<file path="src/rtl/sme_pkg.sv">
// Shared types and constants for the string-matching-engine (SME) job scheduler.
//   sched_state_e : scheduler FSM states
//   char_t        : one engine character
//   WORD_*        : engine meta-characters
//   IDX_W         : engine match-index width
package sme_pkg;

  localparam int unsigned IDX_W = 5;

  typedef logic [7:0] char_t;

  localparam char_t WORD_START = 8'h5E;  // '^'
  localparam char_t WORD_END   = 8'h24;  // '$'
  localparam char_t WORD_ANY   = 8'h2E;  // '.'
  localparam char_t WORD_SPACE = 8'h20;  // ' '

  typedef enum logic [2:0] {
    StIdle,
    StGrant,
    StStr,
    StPat,
    StReject,
    StWait,
    StResp
  } sched_state_e;

endpackage

</file>
<file path="src/rtl/sme_rr_arbiter.sv">
// Combinational round-robin picker.
//   i_req       : pending requests
//   i_last_gnt  : index of the last requester served; search starts one above it, with wrap
//   i_en        : when low, no grant is produced
//   o_gnt_next  : one-hot winner (all zero if no request or not enabled)
module sme_rr_arbiter
  import sme_pkg::*;
#(
  parameter int unsigned N_REQ = 4
) (
  input  logic [N_REQ-1:0]         i_req,
  input  logic [$clog2(N_REQ)-1:0] i_last_gnt,
  input  logic                     i_en,
  output logic [N_REQ-1:0]         o_gnt_next
);

  localparam int unsigned GW = $clog2(N_REQ);

  // Walk the ring from farthest to nearest so the nearest hit overwrites the rest.
  always_comb begin : p_arb
    logic [GW-1:0] w_idx;
    o_gnt_next = '0;
    w_idx      = '0;
    for (int k = N_REQ; k >= 1; k--) begin
      w_idx = GW'((int'(i_last_gnt) + k) % N_REQ);
      if (i_en && i_req[w_idx]) begin
        o_gnt_next        = '0;
        o_gnt_next[w_idx] = 1'b1;
      end
    end
  end

endmodule

</file>
<file path="src/rtl/sme_job_sched.sv">
// Round-robin scheduler sharing one string-matching engine among N_REQ requesters.
// The granted requester's char stream is forwarded to the engine through one register
// stage; the engine result is returned to the owner as a one-cycle rsp_valid pulse.
// The requester that last loaded a string owns it; pattern-only jobs from anyone else
// are rejected with rsp_err.
//
// Ports:
//   clk, reset            : clock, asynchronous active-high reset
//   i_req / o_gnt         : per-requester job request / one-hot grant
//   i_in_char             : per-requester char, slice i = [8i+7:8i]
//   i_in_isstring/ispattern : per-requester string / pattern strobes
//   o_rsp_valid           : one-cycle result pulse to the owner
//   o_rsp_match/index/err : result, valid with o_rsp_valid
//   o_busy                : scheduler not idle
//   o_eng_*               : char stream to the engine
//   i_eng_valid/match/match_index : engine result
//
// Optional build macro SME_SCHED_WATCHDOG_EN: bounds the wait for the engine result to
// WDOG_CYCLES cycles, then answers with rsp_err and forgets the string owner.
module sme_job_sched
  import sme_pkg::*;
#(
  parameter int unsigned N_REQ       = 4,
  parameter int unsigned STR_MAX     = 32,
  parameter int unsigned PAT_MAX     = 8,
  parameter int unsigned WDOG_CYCLES = 512
) (
  input  logic               clk,
  input  logic               reset,
  input  logic [N_REQ-1:0]   i_req,
  output logic [N_REQ-1:0]   o_gnt,
  input  logic [8*N_REQ-1:0] i_in_char,
  input  logic [N_REQ-1:0]   i_in_isstring,
  input  logic [N_REQ-1:0]   i_in_ispattern,
  output logic [N_REQ-1:0]   o_rsp_valid,
  output logic               o_rsp_match,
  output logic [IDX_W-1:0]   o_rsp_index,
  output logic               o_rsp_err,
  output logic               o_busy,
  output char_t              o_eng_chardata,
  output logic               o_eng_isstring,
  output logic               o_eng_ispattern,
  input  logic               i_eng_valid,
  input  logic               i_eng_match,
  input  logic [IDX_W-1:0]   i_eng_match_index
);

  localparam int unsigned GW  = $clog2(N_REQ);
  localparam int unsigned SCW = $clog2(STR_MAX + 1);
  localparam int unsigned PCW = $clog2(PAT_MAX + 1);
  localparam logic [SCW-1:0] STR_MAX_C = SCW'(STR_MAX);
  localparam logic [PCW-1:0] PAT_MAX_C = PCW'(PAT_MAX);

  sched_state_e     r_state;
  logic [N_REQ-1:0] r_gnt;
  logic [GW-1:0]    r_g;
  logic [GW-1:0]    r_last_gnt;
  logic [GW-1:0]    r_str_owner;
  logic             r_str_owner_vld;
  logic [SCW-1:0]   r_str_cnt;
  logic [PCW-1:0]   r_pat_cnt;
  logic             r_err_flag;
  char_t            r_eng_chardata;
  logic             r_eng_isstring;
  logic             r_eng_ispattern;
  logic [N_REQ-1:0] r_rsp_valid;
  logic             r_rsp_match;
  logic [IDX_W-1:0] r_rsp_index;
  logic             r_rsp_err;

  logic [N_REQ-1:0] w_gnt_next;
  logic [GW-1:0]    w_gnt_idx;
  char_t            w_sel_char;
  logic             w_sel_req;
  logic             w_sel_str;
  logic             w_sel_pat_raw;
  logic             w_sel_pat;

`ifdef SME_SCHED_WATCHDOG_EN
  localparam int unsigned WDW = $clog2(WDOG_CYCLES + 1);
  localparam logic [WDW-1:0] WDOG_LAST = WDW'(WDOG_CYCLES - 1);
  logic [WDW-1:0] r_wdog_cnt;
`else
  logic w_unused_wdog;
  assign w_unused_wdog = ^WDOG_CYCLES;
`endif

  sme_rr_arbiter #(
    .N_REQ (N_REQ)
  ) u_arb (
    .i_req      (i_req),
    .i_last_gnt (r_last_gnt),
    .i_en       (r_state == StIdle),
    .o_gnt_next (w_gnt_next)
  );

  always_comb begin
    w_gnt_idx = '0;
    for (int i = 0; i < N_REQ; i++) begin
      if (w_gnt_next[i]) w_gnt_idx = GW'(i);
    end
  end

  // Only the granted lane is looked at.
  always_comb begin
    w_sel_char    = '0;
    w_sel_req     = 1'b0;
    w_sel_str     = 1'b0;
    w_sel_pat_raw = 1'b0;
    for (int i = 0; i < N_REQ; i++) begin
      if (r_g == GW'(i)) begin
        w_sel_char    = i_in_char[8*i +: 8];
        w_sel_req     = i_req[i];
        w_sel_str     = i_in_isstring[i];
        w_sel_pat_raw = i_in_ispattern[i];
      end
    end
  end

  // A string strobe wins over a simultaneous pattern strobe.
  assign w_sel_pat = w_sel_pat_raw & ~w_sel_str;

  always_ff @(posedge clk or posedge reset) begin
    if (reset) begin
      r_state         <= StIdle;
      r_gnt           <= '0;
      r_g             <= '0;
      r_last_gnt      <= GW'(N_REQ - 1);
      r_str_owner     <= '0;
      r_str_owner_vld <= 1'b0;
      r_str_cnt       <= '0;
      r_pat_cnt       <= '0;
      r_err_flag      <= 1'b0;
      r_eng_chardata  <= '0;
      r_eng_isstring  <= 1'b0;
      r_eng_ispattern <= 1'b0;
      r_rsp_valid     <= '0;
      r_rsp_match     <= 1'b0;
      r_rsp_index     <= '0;
      r_rsp_err       <= 1'b0;
`ifdef SME_SCHED_WATCHDOG_EN
      r_wdog_cnt      <= '0;
`endif
    end else begin
      r_eng_chardata  <= '0;
      r_eng_isstring  <= 1'b0;
      r_eng_ispattern <= 1'b0;
      r_rsp_valid     <= '0;
      case (r_state)
        StIdle: begin
          if (|w_gnt_next) begin
            r_gnt      <= w_gnt_next;
            r_g        <= w_gnt_idx;
            r_err_flag <= 1'b0;
            r_state    <= StGrant;
          end
        end
        StGrant: begin
          if (w_sel_str) begin
            // A new string overwrites the resident one, so its old owner is gone.
            r_str_owner_vld <= 1'b0;
            r_eng_chardata  <= w_sel_char;
            r_eng_isstring  <= 1'b1;
            r_str_cnt       <= SCW'(1);
            r_state         <= StStr;
          end else if (w_sel_pat) begin
            if (r_str_owner_vld && (r_str_owner == r_g)) begin
              r_eng_chardata  <= w_sel_char;
              r_eng_ispattern <= 1'b1;
              r_pat_cnt       <= PCW'(1);
              r_state         <= StPat;
            end else begin
              r_state <= StReject;
            end
          end else if (!w_sel_req) begin
            r_gnt   <= '0;
            r_state <= StIdle;
          end
        end
        StStr: begin
          if (w_sel_pat) begin
            r_str_owner     <= r_g;
            r_str_owner_vld <= 1'b1;
            r_eng_chardata  <= w_sel_char;
            r_eng_ispattern <= 1'b1;
            r_pat_cnt       <= PCW'(1);
            r_state         <= StPat;
          end else if (w_sel_str) begin
            if (r_str_cnt < STR_MAX_C) begin
              r_eng_chardata <= w_sel_char;
              r_eng_isstring <= 1'b1;
              r_str_cnt      <= r_str_cnt + SCW'(1);
            end else begin
              r_err_flag <= 1'b1;
            end
          end
        end
        StPat: begin
          if (w_sel_pat_raw) begin
            if (r_pat_cnt < PAT_MAX_C) begin
              r_eng_chardata  <= w_sel_char;
              r_eng_ispattern <= 1'b1;
              r_pat_cnt       <= r_pat_cnt + PCW'(1);
            end else begin
              r_err_flag <= 1'b1;
            end
          end else begin
`ifdef SME_SCHED_WATCHDOG_EN
            r_wdog_cnt <= '0;
`endif
            r_state <= StWait;
          end
        end
        StReject: begin
          if (!w_sel_pat_raw) begin
            r_rsp_valid <= r_gnt;
            r_rsp_err   <= 1'b1;
            r_rsp_match <= 1'b0;
            r_rsp_index <= '0;
            r_gnt       <= '0;
            r_state     <= StResp;
          end
        end
        StWait: begin
          if (i_eng_valid) begin
            r_rsp_valid <= r_gnt;
            r_rsp_match <= i_eng_match;
            r_rsp_index <= i_eng_match_index;
            r_rsp_err   <= r_err_flag;
            r_gnt       <= '0;
            r_state     <= StResp;
          end
`ifdef SME_SCHED_WATCHDOG_EN
          else if (r_wdog_cnt == WDOG_LAST) begin
            // Engine never answered; its string contents can no longer be trusted.
            r_rsp_valid     <= r_gnt;
            r_rsp_match     <= 1'b0;
            r_rsp_index     <= '0;
            r_rsp_err       <= 1'b1;
            r_str_owner_vld <= 1'b0;
            r_gnt           <= '0;
            r_state         <= StResp;
          end else begin
            r_wdog_cnt <= r_wdog_cnt + WDW'(1);
          end
`endif
        end
        StResp: begin
          r_rsp_match <= 1'b0;
          r_rsp_index <= '0;
          r_rsp_err   <= 1'b0;
          r_last_gnt  <= r_g;
          r_state     <= StIdle;
        end
        default: r_state <= StIdle;
      endcase
    end
  end

  assign o_gnt           = r_gnt;
  assign o_rsp_valid     = r_rsp_valid;
  assign o_rsp_match     = r_rsp_match;
  assign o_rsp_index     = r_rsp_index;
  assign o_rsp_err       = r_rsp_err;
  assign o_busy          = (r_state != StIdle);
  assign o_eng_chardata  = r_eng_chardata;
  assign o_eng_isstring  = r_eng_isstring;
  assign o_eng_ispattern = r_eng_ispattern;

endmodule

</file>
<file path="config.mk">
export PLATFORM = sky130hd
export DESIGN_NAME = sme_job_sched
export DESIGN_NICKNAME = d
export VERILOG_FILES = /design/src/rtl/sme_pkg.sv /design/src/rtl/sme_rr_arbiter.sv /design/src/rtl/sme_job_sched.sv
export SDC_FILE = /design/constraint.sdc
export NUM_CORES = 1
export LEC_CHECK = 0
export CORE_MARGIN = 4
export CORE_UTILIZATION = 25
export CTS_CLUSTER_DIAMETER = 80
export DETAILED_ROUTE_END_ITERATION = 6
export GPL_ROUTABILITY_DRIVEN = 1
export HOLD_SLACK_MARGIN = 0.15
export SLEW_MARGIN = 40
export SYNTH_ARGS = -nofsm -noshare
export SYNTH_HDL_FRONTEND = slang
export SYNTH_SLANG_ARGS = --single-unit
</file>
<file path="constraint.sdc">
create_clock -name clk -period 6.6 [get_ports clk]
set_input_delay 1.32 -clock clk [delete_from_list [all_inputs] [get_ports clk]]
set_output_delay 1.32 -clock clk [all_outputs]
set_load 0.01 [all_outputs]
</file>
; ---- Word level (Yosys, flattened, before mapping)
; Index checks and enable logic that the tools add are counted.
[word_totals]
input_bits = 53
out_inout_bits = 26
register_bits = 46
word_cells = 201
[op_classes]
eq_ne = 29
mux = 111
magnitude_cmp = 10
n_bitwise = 2
reduce_logical = 27
n_addsub = 6
[op_table]
columns = operator, count
row1 = $mux W8, 12
row2 = $mux W4, 18
row3 = $mux W1, 43
row4 = $ne A2 B2 Y1 const B, 18
row5 = $mux W3, 9
row6 = $mux W6, 4
row7 = $pmux W8 S3, 1
row8 = $reduce_and A7 Y1, 3
row9 = $pmux W3 S6, 1
row10 = $pmux W4 S4, 1
row11 = $pmux W5 S3, 1
row12 = $lt A2 B3 Y1 const B, 4
row13 = $pmux W1 S3, 4
row14 = $pmux W4 S3, 1
row15 = $pmux W6 S2, 1
row16 = $reduce_bool A3 Y1, 4
row17 = $mux W5, 2
row18 = $eq A3 B3 Y1 const B, 3
row19 = $logic_and A1 B1 Y1, 9
row20 = $bmux W1 S2, 4
row21 = $demux W1 S2, 4
row22 = $ge A2 B1 Y1 const B, 4
row23 = $pmux W4 S2, 1
row24 = $add A6 B1 Y6 const B, 1
row25 = other kinds (24), 32

; ---- Logic depth before layout (Yosys ltp)
[depth]
ltp_word = 12
mapped_depth = 10
ltp_nobuf = 8

; ---- Modules after synthesis
; From an unflattened synthesis, not the netlist that was laid out.
[hier_totals]
hier_cells = 273
hier_area_um2 = 2872.8
[modules_own_cells]
columns = mod, n_inst, seq_area_each_um2, area_each_um2, cells_each
row1 = sme_job_sched, 1, 1153.6, 2509.9, 228
row2 = sme_rr_arbiter, 1, 0.0, 362.8, 45

; ---- Worst setup path after synthesis
; No wires, ideal clock.
[synth_timing]
path_type = input port to flip-flop
start = in i_req[0]
end = reg r_gnt[1] (netlist: o_gnt[1])
stages = 6
setup_slack_ns = 3.556
n_path_buf = 0
setup_ns = 0.079
arrival_time_ns = 2.964
required_time_ns = 6.521
cell_sequence = mux4_2 > a211o_1 > a21o_2 > a221o_1 > nor3_2 > a2bb2oi_1
[synth_between]
elab_chain_cells = 10
elab_cells_between_ends = 26
classes_between = eq/ne (2) / mux (18) / reduce/logical (6)
[synth_rtl]
columns = item, line
row1 = start: declaration, sme_job_sched.sv:30  ; input logic [N_REQ-1:0] i_req,
row2 = $bmux W1 S2, sme_rr_arbiter.sv:26  ; if (i_en && i_req[w_idx]) begin
row3 = $mux W1 (implied by the code), sme_rr_arbiter.sv:26
row4 = $logic_and A1 B1 Y1, sme_rr_arbiter.sv:26
row5 = $mux W4 (4 in a row), sme_rr_arbiter.sv:26
row6 = $reduce_or A4 Y1, sme_job_sched.sv:151  ; if (|w_gnt_next) begin
row7 = $ne A2 B2 Y1 (no line), -
row8 = $reduce_and A7 Y1 (no line), -
row9 = end signal: assignment, sme_job_sched.sv:152  ; r_gnt <= w_gnt_next;
row10 = end: declaration, sme_job_sched.sv:55  ; logic [N_REQ-1:0] r_gnt;
; Parallel ways exist; a longest one is shown, timed or not. The select of a mux whose other input is x is not followed.
; A chain may end at the register's enable or synchronous reset.

; ---- Final worst setup path
[layout_timing]
start = reg r_state[1]
end = out o_busy
[layout_between]
elab_chain_cells = 1
[layout_rtl]
columns = item, line
row1 = start: declaration, sme_job_sched.sv:54  ; sched_state_e r_state;
row2 = start signal: assignment, sme_job_sched.sv:125  ; r_state <= StIdle;
row3 = start signal: assignment, sme_job_sched.sv:155  ; r_state <= StGrant;
row4 = start signal: assignment, sme_job_sched.sv:165  ; r_state <= StStr;
row5 = $reduce_bool A3 Y1, sme_job_sched.sv:265  ; assign o_busy = (r_state != StIdle);
row6 = end: declaration, sme_job_sched.sv:39  ; output logic o_busy,
; No other way between the ends.

==> results.yml <==
cts:
  cts_made_buffers: 5
  cts_tree: "built"
  cts_max_path_buffers: 2
  clk_latency_ps: 300
  htreeDepth: 2
  cts_hold_buf: 0
  post_cts_buffers: 0
  cts_sinks: 46
  post_cts_resized: 0
  cts_root_buffer: "clkbuf_8"
  path_clk_slew_ps: 90
min_path:
  holdPathStages: 2
  hold_end: "o_rsp_match"
  hp-start: "o_rsp_match"
  hp-class: "register to register"
timing:
  layout_worst_path_cycle_share_pct: 53.5
  slew_violations: 0
  slew_headroom_pct: 51.0
  hold_slack_ps: 487
  skew_ps: 8.11
  hold_viol: 0
  period_minus_slack_ps: 3530
  max_freq_mhz: 283
  setup-tns-final_ps: 0
  tightest_slew_ps: 733
  setup_violations: 0
  rsz0062_at_grt: "no"
synth:
  synth_async_sr_flop_share_pct: 100
  synth_top_area_cell: "dfrtp_1"
  yosysWarnings: 0
  ys_ff_latch: 46
  synthesis.nets: 337
  yosysSeqAreaShare_pct: 41.4
  synth_area_leaders: "dfrtp_1 (39%), mux4_2 (11%), nand2_1 (4.6%), o21ai_0 (4.1%), ha_1 (4.0%)"
  ys_types: 52
  yosysTopAreaCellShare_pct: 39.5
  synth-edff-count: 0
  syn_avg_cell_area_sq_um: 10.1
  syn_inst: 275
  synth_area_sq_mm: 0.00279
  synthFlopType: "dfrtp_1"
detailed_routing:
  via_per_inst: 4.76
  drtIter0Drc: 107
  wire_per_inst_um: 14.1
  finalWirelength_um: 6890
  drtPass1Iterations: 4
  postRouteAntennaNets: 0
  drc_errors: 0
  vias: 2318
finish:
  multiInputGateArea_sq_mm: 0.00150
  drive_gt1_share_pct: 10.7
  seq_area_sq_mm: 0.00115
  fin_cells: 487
  fin_area_sq_mm: 0.00376
  antenna_cells: 0
  fin_nets: 408
  fillers: 1089
  areaGrowthSynthToFinish_pct: 35.0
power:
  powerDensity_mw_per_mm2: 393
  ir_drop_mv: 0.206
  leakage_uw: 0.00153
  p_total_uw: 1480
die:
  initial_utilization_pct: 25.6
  core_sq_mm: 0.0109
  fp.dieH_um: 114
  io_pins: 79
  die-area_sq_mm: 0.0129
  rows: 38
  die_w_um: 114
critical_path:
  end_kind: "primary output"
  r2r_cells: 8
  critPathKind: "register to primary output"
  worst-path-stages: 3
  r2r_end: "o_gnt[1]"
  cpLargestDelayFamily: "buffers and inverters"
  required_ps: 5280
  cp_max_fo: 19
  r2r_slack_ps: 3540
  crit_start: "r_state[1]"
  critPathLaunchType: "register"
  r2r_start: "r_last_gnt[0]"
  path_buf_inv: 2
  crit_slowest_cell: "dfrtp_1"
  cp_cell_sequence: "nor3_1 -> inv_1 -> clkdlybuf4s50_1"
  max_stage_delay_ps: 590
  cp.arrival_ps: 2210
grt:
  grtUsageTotal_pct: 11.1
  grt_pass1_wl_um: 11600
  antenna_found_initial: 0
  grt_overflow: 0
  grt_pass1_vias: 2358
  grt_max_degree: 47
place:
  place_inst: 479
  dpl_cell_area_sq_mm: 0.00368
  port_buffers: 78
  hpwl_um: 5340
  place_congestion: 0.836
job:
  drv_cap: 0
status:
  status: "complete, no violations"
power breakdown:
group	switching [uW]	internal [uW]
Combinational	404	395
Clock	96.8	74.6
Sequential	135	372
Total	636	842
sequential cells by signal, indices dropped and copies added, names as in the netlist, 3 cells and up:
name / flops
o_eng_chardata: 8
r_pat_cnt: 4
r_str_cnt: 6
o_rsp_index: 5
o_gnt: 4
o_rsp_valid: 4
r_state: 3
Yosys cell counts (9+ instances only):
cell type / n
o21ai_0: 23
clkbuf_1: 9
inv_1: 16
ha_1: 9
nor2b_1: 10
a21oi_1: 15
mux4_2: 14
dfrtp_1: 44
nor2_1: 14
nand2_1: 34
cell families after synthesis:
family	after synthesis	share of synthesized area [%]
AO/OA/AOI/OAI	69	15.8
XOR/XNOR	5	1.57
adder cells (fa/ha/maj)	9	4.04
buffers and inverters	30	4.71
flip-flops	46	41.4
multiplexers	24	15.7
AND/OR/NAND/NOR	92	16.9
through the flow:
step / setup slack [ps] / utilization (%)
floorplan: 3560 / -
finish: 3070 / 34.6
CTS: 3050 / 34.6
global placement: 2950 / 33.7
detailed placement: 2900 / 33.8
global route: 2930 / 34.6
layer usage:
layer	track usage (%)	up-vias	wire length (um)
met4	3.93	0	135
met2	19.2	57	3490
met5	0	-	0
met3	2.23	10	256
met1	13.9	1118	3010
li1	-	1133	-
layout make-up:
cell class | count | share of cell area [%]
clock buffers | 5 | 1.83
clock inverters | 3 | 0.499
inverters | 16 | 1.66
multi-input cells | 199 | 39.9
flip-flops and latches | 46 | 30.7
well taps | 140 | 4.65
repair buffers | 78 | 20.7
worst reg2reg max path, delay by kind of cell, from the launching register on:
kind | cells | cell delay [ps]
flops | 1 | 690
buf+inv | 1 | 150
compound gates | 4 | 1060
mux | 1 | 580
fa+ha+maj | 1 | 350
simple gates | 1 | 160
layout by cell type, fill, tap and decap left out, drive strengths merged, types with 7 or more instances in the layout:
cell type      synthesis  routed
nor2                  15      15
nor2b                 10      10
dfrtp                 44      44
clkdlybuf4s50          0      78
o21ai                 23      23
mux4                  15      15
ha                     9       9
nor3                   7       7
a21oi                 16      16
nand2                 34      34
inv                   16      17
worst max path at each step:
stage               slack, ps       end
finish                   3070    o_busy
global route             2930    o_busy
CTS                      3050    o_busy
detailed placement       2900  o_gnt[1]
global placement         2950  o_gnt[1]
floorplan                3560  o_gnt[1]
Power figures use the tool's default switching activity.
